[src/rtl/xor_nn_pkg.sv]
// rtl/xor_nn_pkg.sv - shared constants, state encoding and default weights for the XOR network
//
// Purpose: widths, weight address map, FSM state type and the reset weight set
//          (which computes XOR) shared by the sequencer and its MAC.
// Ports:   none (package).
package xor_nn_pkg;

   localparam int W_W_DEF   = 8;
   localparam int ACC_W_DEF = 18;
   localparam int N_WEIGHTS = 9;
   localparam int RELU_MAX  = 127;

   // Weight map: W1[i][j] at i*2+j (0..5), W2[k] at 6+k (6..8).
   localparam logic [3:0] W1_BASE   = 4'd0;
   localparam logic [3:0] W2_BASE   = 4'd6;
   localparam logic [3:0] LAST_ADDR = 4'd8;

   typedef enum logic [1:0] {
      ST_IDLE = 2'd0,
      ST_L1   = 2'd1,
      ST_L2   = 2'd2,
      ST_DONE = 2'd3
   } state_t;

   // W1 = {0,-1, 1,1, 1,1}, W2 = {0,1,-2}
   function automatic int default_weight(input int addr);
      case (addr)
         1:             return -1;
         2, 3, 4, 5, 7: return 1;
         8:             return -2;
         default:       return 0;
      endcase
   endfunction

endpackage

[src/rtl/xor_nn_mac.sv]
// rtl/xor_nn_mac.sv - signed multiply-accumulate with clear and enable
//
// Purpose: single shared MAC; acc <= acc + a*b when en, acc <= 0 when clear.
// Ports:   clk, reset      - clock, synchronous active-high reset
//          clear, en       - clear has priority over accumulate
//          a, b            - signed W_W operands
//          acc             - registered accumulator (ACC_W, signed)
//          sum             - acc + a*b, combinational, for end-of-neuron capture
module xor_nn_mac
   import xor_nn_pkg::*;
#(
   parameter int W_W   = W_W_DEF,
   parameter int ACC_W = ACC_W_DEF
) (
   input  logic                    clk,
   input  logic                    reset,
   input  logic                    clear,
   input  logic                    en,
   input  logic signed [W_W-1:0]   a,
   input  logic signed [W_W-1:0]   b,
   output logic signed [ACC_W-1:0] acc,
   output logic signed [ACC_W-1:0] sum
);

   logic signed [2*W_W-1:0] prod;

   assign prod = a * b;
   assign sum  = acc + ACC_W'(prod);

   always_ff @(posedge clk) begin
      if (reset || clear) begin
         acc <= '0;
      end else if (en) begin
         acc <= sum;
      end
   end

endmodule

[src/rtl/xor_nn_sequencer.sv]
// rtl/xor_nn_sequencer.sv - two-layer XOR network evaluated term by term on one shared MAC
//
// Purpose: accepts a 2-bit sample {b,a}, runs 6 layer-1 terms and 3 layer-2 terms
//          through xor_nn_mac, and presents score/prediction with a valid/ready handshake.
//          Result is first consumable at the 10th edge after acceptance.
// Ports:   clk, reset                    - clock, synchronous active-high reset
//          in_valid, in_data, in_ready   - sample input handshake
//          out_valid, out_ready          - result handshake
//          out_pred, out_score           - predicted class, signed layer-2 sum
//          wr_en, wr_addr, wr_data       - weight write port (IDLE only, addr 0..8)
//          wr_err                        - one-cycle pulse after a rejected write
//          busy                          - high outside IDLE
module xor_nn_sequencer
   import xor_nn_pkg::*;
#(
   parameter int W_W   = W_W_DEF,
   parameter int ACC_W = ACC_W_DEF
) (
   input  logic                    clk,
   input  logic                    reset,
   input  logic                    in_valid,
   input  logic [1:0]              in_data,
   output logic                    in_ready,
   output logic                    out_valid,
   input  logic                    out_ready,
   output logic                    out_pred,
   output logic signed [ACC_W-1:0] out_score,
   input  logic                    wr_en,
   input  logic [3:0]              wr_addr,
   input  logic [W_W-1:0]          wr_data,
   output logic                    wr_err,
   output logic                    busy
);

   localparam logic signed [W_W-1:0]   ONE_W    = W_W'(1);
   localparam logic signed [ACC_W-1:0] CLAMP_HI = ACC_W'(RELU_MAX);

   state_t                  state, state_n;
   logic [3:0]              step;
   logic                    a_q, b_q;
   logic signed [W_W-1:0]   r0, r1;
   logic signed [W_W-1:0]   weights [N_WEIGHTS];
   logic [3:0]              rd_addr;
   logic signed [W_W-1:0]   mult;
   logic signed [W_W-1:0]   a_ext, b_ext;
   logic                    mac_en, mac_clear;
   logic signed [ACC_W-1:0] acc, sum;
   logic signed [ACC_W-1:0] score_q;
   logic                    pred_q;
   logic                    wr_ok;

   // Clamp on the full accumulator so large positive or any negative sum saturates.
   function automatic logic signed [W_W-1:0] relu_clamp(input logic signed [ACC_W-1:0] v);
      if (v[ACC_W-1])
         return '0;
      else if (v > CLAMP_HI)
         return W_W'(RELU_MAX);
      else
         return v[W_W-1:0];
   endfunction

   assign a_ext = {{(W_W-1){1'b0}}, a_q};
   assign b_ext = {{(W_W-1){1'b0}}, b_q};
   assign wr_ok = wr_en && (state == ST_IDLE) && (wr_addr <= LAST_ADDR);

   // State register
   always_ff @(posedge clk) begin
      if (reset) state <= ST_IDLE;
      else       state <= state_n;
   end

   // Next-state logic
   always_comb begin
      state_n = state;
      case (state)
         ST_IDLE: if (in_valid)      state_n = ST_L1;
         ST_L1:   if (step == 4'd5)  state_n = ST_L2;
         ST_L2:   if (step == 4'd2)  state_n = ST_DONE;
         ST_DONE: if (out_ready)     state_n = ST_IDLE;
         default:                    state_n = ST_IDLE;
      endcase
   end

   // Output / control logic
   always_comb begin
      in_ready  = (state == ST_IDLE);
      busy      = (state != ST_IDLE);
      out_valid = (state == ST_DONE);
      mac_en    = (state == ST_L1) || (state == ST_L2);
      // Clear on acceptance and on the last term of each hidden neuron; the clamped
      // sum is captured into r_j on that same edge.
      mac_clear = ((state == ST_IDLE) && in_valid) ||
                  ((state == ST_L1) && ((step == 4'd2) || (step == 4'd5)));
   end

   // Operand selection: L1 walks i fastest within neuron j, L2 walks bias, r0, r1.
   always_comb begin
      rd_addr = W1_BASE;
      mult    = ONE_W;
      if (state == ST_L2) begin
         rd_addr = W2_BASE + step;
         case (step)
            4'd0:    mult = ONE_W;
            4'd1:    mult = r0;
            default: mult = r1;
         endcase
      end else begin
         case (step)
            4'd0:    begin rd_addr = 4'd0; mult = ONE_W; end
            4'd1:    begin rd_addr = 4'd2; mult = a_ext; end
            4'd2:    begin rd_addr = 4'd4; mult = b_ext; end
            4'd3:    begin rd_addr = 4'd1; mult = ONE_W; end
            4'd4:    begin rd_addr = 4'd3; mult = a_ext; end
            default: begin rd_addr = 4'd5; mult = b_ext; end
         endcase
      end
   end

   xor_nn_mac #(
      .W_W   (W_W),
      .ACC_W (ACC_W)
   ) u_mac (
      .clk   (clk),
      .reset (reset),
      .clear (mac_clear),
      .en    (mac_en),
      .a     (weights[rd_addr]),
      .b     (mult),
      .acc   (acc),
      .sum   (sum)
   );

   always_ff @(posedge clk) begin
      if (reset) begin
         for (int k = 0; k < N_WEIGHTS; k++)
            weights[k] <= W_W'(default_weight(k));
         wr_err <= 1'b0;
      end else begin
         wr_err <= wr_en && !wr_ok;
         if (wr_ok)
            weights[wr_addr] <= wr_data;
      end
   end

   always_ff @(posedge clk) begin
      if (reset) begin
         step    <= '0;
         a_q     <= 1'b0;
         b_q     <= 1'b0;
         r0      <= '0;
         r1      <= '0;
         score_q <= '0;
         pred_q  <= 1'b0;
      end else begin
         if (state_n != state)
            step <= '0;
         else if (mac_en)
            step <= step + 4'd1;
         if ((state == ST_IDLE) && in_valid)
            {b_q, a_q} <= in_data;
         if ((state == ST_L1) && (step == 4'd2))
            r0 <= relu_clamp(sum);
         if ((state == ST_L1) && (step == 4'd5))
            r1 <= relu_clamp(sum);
         if ((state == ST_L2) && (step == 4'd2)) begin
            score_q <= sum;
            pred_q  <= !sum[ACC_W-1] && (sum != '0);
         end
      end
   end

   assign out_score = score_q;
   assign out_pred  = pred_q;

endmodule

[config.mk]
export PLATFORM = sky130hd
export DESIGN_NAME = xor_nn_sequencer
export DESIGN_NICKNAME = d
export VERILOG_FILES = /design/src/rtl/xor_nn_pkg.sv /design/src/rtl/xor_nn_mac.sv /design/src/rtl/xor_nn_sequencer.sv
export SDC_FILE = /design/constraint.sdc
export NUM_CORES = 1
export LEC_CHECK = 0
export ABC_AREA = 1
export CAP_MARGIN = 15
export CORE_ASPECT_RATIO = 0.75
export CORE_UTILIZATION = 50
export CTS_CLUSTER_DIAMETER = 100
export DETAILED_ROUTE_END_ITERATION = 16
export DONT_BUFFER_PORTS = 1
export GPL_TIMING_DRIVEN = 1
export PLACE_DENSITY_LB_ADDON = 0.05
export SLEW_MARGIN = 25
export SYNTH_ARGS = -nofsm -noshare
export SYNTH_HDL_FRONTEND = slang
export SYNTH_SLANG_ARGS = --single-unit
[constraint.sdc]
create_clock -name clk -period 8.9 [get_ports clk]
set_clock_uncertainty 0.2 [all_clocks]
set_input_delay 1.335 -clock clk [delete_from_list [all_inputs] [get_ports clk]]
set_output_delay 1.335 -clock clk [all_outputs]
set_load 0.05 [all_outputs]
==> metrics.yaml, run 1 <==
syn_inst: 1296
synth_top_area_frac: 0.326
cpPeakStageDelay_ns: 0.78
path_buf_inv: 7
coreArea_um2: 23100
synth_top_family_by_area: "adder cells"
wl_per_cell_um: 18.0
cts_hold_buf: 0
final_area_um2: 12900
fin_crit_sh: 0.913
cpLargestDelayFamily: "adder cells"
regToRegStartpoint: "state[0]"
cp_slowest_cell: "nor2_1"
synth_top_area_cell: "edfxtp_1"
seq_power_share: 0.216
std_cell_rows: 48
path_class: "reg -> reg"
p_switching_mw: 2.60
syn2layout_area_growth_pct: 9.10
cp.depth: 29
drt-total-wl_mm: 29.9
vias_per_cell: 5.36
critPathLaunchType: "register"
fp.dieArea_um2: 24200
max_freq_mhz: 123
hold_viol: 0
drive_gt1_frac: 0.0618
synth-edff-count: 128
fin_setup_tns_ns: 0
cts_made_buffers: 17
drtPass1Iterations: 7
async_flop_share: 0
synthAdderAreaFrac: 0.191
track_usage: 0.259
period_needed_ns: 8.13
max-vdd-ir-drop_v: 0.000220
antenna_found_initial: 0
vias: 8888
ant_nets: 0
clock_sinks: 190
required_ns: 9.03
clk_path_buf_depth: 2
critPathMaxFanout: 34
cts_max_level: 4
final_cell_mix: "inv_1 (200), nand2_1 (198), nor2_1 (151), edfxtp_1 (128), nand3_1 (100)"
status: "completed"
muxShareOfSynthArea: 0.00678
intPower_mw: 2.37
p_leak_nw: 5.80
p_sw_frac: 0.523
grt_start_max_net_pins: 41
setup_slack_ns: 0.773
grt_overflow: 0
setup_viol: 0
final_common_cell: "inv_1"
tritoncts: "built"
yosys_warnings: 0
crit_path_end_kind: "register"
antennaDiodeCount: 0
grt_pass1_vias: 8507
die_y_um: 135
ys_ff_latch: 190
initial_core_util: 0.512
drv_slew: 0
cts_resized: 0
synth_xor_area_frac: 0.00965
synthTopCellsByArea: "edfxtp_1 (33%), fa_1 (14%), dfxtp_1 (11%)"
io_pins: 42
fillers: 2126
place_inst: 1627
rsz0062_at_grt: "false"
dp_hpwl_mm: 22.6
ys.flop_type: "edfxtp_1"
post-route-drc-count: 0
r2r_cells: 29
slew-limit-headroom: 0.327
worst_slew_pin_slew_ns: 1.01
synth_simple_gate_area_share: 0.183
syn_area_per_cell_um2: 9.11
place_ws_ns: 0.798
worstHoldStart: "r0[7]"
drt_iter0_markers: 843
register_area_um2: 5080
endpoint: "r0[1]"
synth-seq-area-share: 0.431
pwr-share-clk: 0.151
final_cells: 1659
cts_root_buffer: "clkbuf_16"
p_per_area_nw_per_um2: 386
finish.utilization: 0.558
postCtsSetupBuffers: 0
maxCapViolCount: 0
synth_compound_area_frac: 0.0899
clock_latency_ns: 0.45
reg2reg_slack_ns: 0.77
fin_nets: 1497
arrival_ns: 8.25
r2r-end: "r0[1]"
dpl-instance-area_um2: 12300
numPortBuffers: 0
netlist-cell-type-count: 42
critPathLaunch: "state[0]"
multiInputGateArea_um2: 5900
fp.dieW_um: 179
power_frac_comb: 0.633
grt_pass1_wl_mm: 47.1
netlist_area_um2: 11800
hp-class: "reg -> reg"
gp_congestion: 0.963
cts.clk_slew.worst_paths_ns: 0.07
## power by group through the flow
stage,clock network [mW],registers (mW),logic (mW)
finish,0.749,1.07,3.15
CTS,0.758,1.07,3.14
floorplan,0,1.08,2.25
global route,0.789,1.08,3.56
detailed placement,0,1.09,3.10
global placement,0,1.09,3.10
## area by class of cell
class,count,area share
Sequential cell,190,0.395
Multi-Input combinational cell,898,0.459
Timing Repair Buffer,15,0.00874
Clock inverter,15,0.0104
Tap cell,300,0.0291
Clock buffer,17,0.0330
Inverter,224,0.0653
## worst register-to-register path, delay by kind of cell (launching register included)
kind,cells,cell delay [ns]
simple gates,10,2.49
buf+inv,7,1.18
flops,1,0.37
compound gates,4,0.64
fa+ha+maj,7,2.93
xor+xnor,1,0.21
## layer usage
metal / track usage / vias up / part of all wire
met1: 0.405 / 4293 / 0.51
met4: 0.0714 / 0 / 0.011
li1: - / 4280 / -
met3: 0.0755 / 25 / 0.087
met5: 0 / - / 0
met2: 0.341 / 290 / 0.39
## how the worst min path moves through the flow
stage | slack, ns | depth (start not counted) | endpoint
2_1_floorplan | 0.21 | 2 | r0[7]
3_3_place_gp | 0.24 | 2 | r1[7]
3_5_place_dp | 0.24 | 2 | r1[7]
4_1_cts | 0.25 | 2 | r1[7]
5_1_grt | 0.28 | 2 | u_mac.acc[6]
6_report | 0.25 | 2 | r0[7]
## cell families (layout without fill, tap and decap cells)
family | after synthesis | after routing
and+or+nand+nor | 502 | 502
buffers and inverters | 263 | 271
DFF | 190 | 190
AOI/OAI and AO/OA | 187 | 187
adders and majority gates | 132 | 132
xor gates and xnor gates | 13 | 13
muxes | 8 | 8
other | 1 | 56
## Yosys cell counts, drive strengths merged (8+ instances only)
library cell	instances
a21oi	68
buf	19
clkbuf	20
clkinv	10
dfxtp	62
edfxtp	128
fa	81
ha	51
inv	214
mux2i	8
nand2	207
nand3	102
nand4	28
nor2	157
o211ai	17
o21ai	80
## registers in the layout, summed over array words and instances (netlist names)
register and flops:
weights 128, out_score 18, u_mac.acc 18, r0 8, r1 8, step 4
state 2, a_q 1, b_q 1, out_pred 1, wr_err 1
## through the flow
stage                     power (mW)  hold WS (ns)
final                           4.97         0.250
after detailed placement        4.20         0.237
after global routing            5.43         0.280
after floorplan                 3.33         0.208
after CTS                       4.98         0.249
after global placement          4.20         0.236
Note: power is estimated with default switching activity, not from simulation.
==> run 2: changes to the inputs <==
--- a/config.mk
+++ b/config.mk
@@ -8,6 +8,7 @@
 export ABC_AREA = 1
 export CAP_MARGIN = 15
 export CORE_ASPECT_RATIO = 0.75
+export CORE_MARGIN = 4
 export CORE_UTILIZATION = 50
 export CTS_CLUSTER_DIAMETER = 100
 export DETAILED_ROUTE_END_ITERATION = 16
==> constraint.sdc (replaced) <==
create_clock -name clk -period 9.8 [get_ports clk]
set_clock_uncertainty 0.2 [all_clocks]
set_input_delay 1.47 -clock clk [delete_from_list [all_inputs] [get_ports clk]]
set_output_delay 1.47 -clock clk [all_outputs]
set_load 0.05 [all_outputs]
==> metrics.yaml, run 2 (same netlist as run 1, synthesis figures left out) <==
cts.clk_slew.worst_paths_ns: 0.07
required_ns: 9.91
cts_made_buffers: 17
fin_setup_tns_ns: 0
cts_max_level: 4
vias_per_cell: 5.33
grt_start_max_net_pins: 41
p_switching_mw: 2.38
period_needed_ns: 8.22
grt_pass1_wl_mm: 48.2
dp_hpwl_mm: 22.0
slew-limit-headroom: 0.437
antenna_found_initial: 0
vias: 8854
initial_core_util: 0.510
critPathMaxFanout: 21
cts_resized: 0
crit_path_end_kind: "register"
drt-total-wl_mm: 29.6
setup_viol: 0
path_buf_inv: 7
drt_iter0_markers: 860
wl_per_cell_um: 17.8
ant_nets: 0
fin_nets: 1498
status: "completed"
coreArea_um2: 23100
grt_overflow: 0
dpl-instance-area_um2: 12300
p_per_area_nw_per_um2: 354
p_leak_nw: 5.81
fp.dieW_um: 185
worst_slew_pin_slew_ns: 0.840
postCtsSetupBuffers: 0
cts_root_buffer: "clkbuf_16"
max-vdd-ir-drop_v: 0.000228
io_pins: 42
cpPeakStageDelay_ns: 0.64
gp_congestion: 0.914
clock_sinks: 190
fp.dieArea_um2: 26200
intPower_mw: 2.18
cp_slowest_cell: "ha_1"
grt_pass1_vias: 8698
cts_hold_buf: 0
hp-class: "reg -> reg"
rsz0062_at_grt: "false"
clock_latency_ns: 0.45
antennaDiodeCount: 0
track_usage: 0.240
hold_viol: 0
seq_power_share: 0.214
final_common_cell: "inv_1"
maxCapViolCount: 0
max_freq_mhz: 122
p_sw_frac: 0.522
pwr-share-clk: 0.149
final_area_um2: 12900
power_frac_comb: 0.637
largest_reg_flops: 128
arrival_ns: 8.32
crit_top_cell: "nand2_1"
syn2layout_area_growth_pct: 9.26
critPathLaunchType: "register"
final_cell_mix: "inv_1 (200), nand2_1 (198), nor2_1 (151), edfxtp_1 (128), nand3_1 (100)"
numPortBuffers: 0
clk_path_buf_depth: 2
die_y_um: 141
path_class: "reg -> reg"
top_register: "weights"
std_cell_rows: 48
post-route-drc-count: 0
tritoncts: "built"
drtPass1Iterations: 5
drive_gt1_frac: 0.0618
cpLargestDelayFamily: "adder cells"
drv_slew: 0
fin_crit_sh: 0.838
-- run 2: cell count changes in the layout (fill, tap and decap cells not counted), sizes merged --
cell / delta
buf: +1
bufinv: -1
clkbuf: +5
clkinv: -1
clkinvlp: -1
inv: -2
-- run 2: tightest hold or removal path, cell delays in order (launching register included) --
cell	delay (ns)
dfxtp_1	0.32
nand2_1	0.07
nor2_1	0.04
-- run 2: final timing paths --
path / start / endpoint / slack, ns / cells past startpoint
max: state[0] / r1[2] / 1.58 / 34
min reg2reg: r1[7] / r1[7] / 0.26 / 2
max reg2reg: state[0] / r1[2] / 1.58 / 34
min: r1[7] / r1[7] / 0.26 / 2
-- run 2: layer usage --
| layer | global-route usage | up-vias | routed length, um |
|---|---|---|---|
| li1 | - | 4281 | - |
| met1 | 0.393 | 4188 | 15100 |
| met2 | 0.314 | 339 | 11500 |
| met3 | 0.0565 | 46 | 2450 |
| met4 | 0.0598 | 0 | 538 |
| met5 | 0 | - | 0 |
-- run 2: per-stage QoR --
stage          utilization  std cells  hold WS [ns]  power [mW]  setup WS (ns)
6_report             0.558       1660         0.265        4.56           1.58
5_1_grt              0.558       1660         0.268        5.00           1.00
4_1_cts              0.558       1660         0.260        4.55           1.61
3_5_place_dp         0.533       1628         0.250        3.84           1.66
3_3_place_gp         0.533       1628         0.245        3.83           1.83
2_1_floorplan            -       1351         0.208        3.02           2.90
-- run 2: power groups by stage --
stage | combinational, mW | clock, mW | sequential, mW
2_1_floorplan | 2.05 | 0 | 0.978
3_3_place_gp | 2.83 | 0 | 0.993
3_5_place_dp | 2.85 | 0 | 0.993
4_1_cts | 2.88 | 0.693 | 0.976
5_1_grt | 3.29 | 0.724 | 0.982
6_report | 2.90 | 0.681 | 0.976
-- run 2: layout make-up --
class | instances | area (um^2)
clock buffers | 22 | 497
well taps | 300 | 375
repair buffers | 16 | 120
flip-flops and latches | 190 | 5080
fillers | 2098 | 10200
multi-input cells | 898 | 5900
clock inverters | 10 | 75.1
inverters | 224 | 841
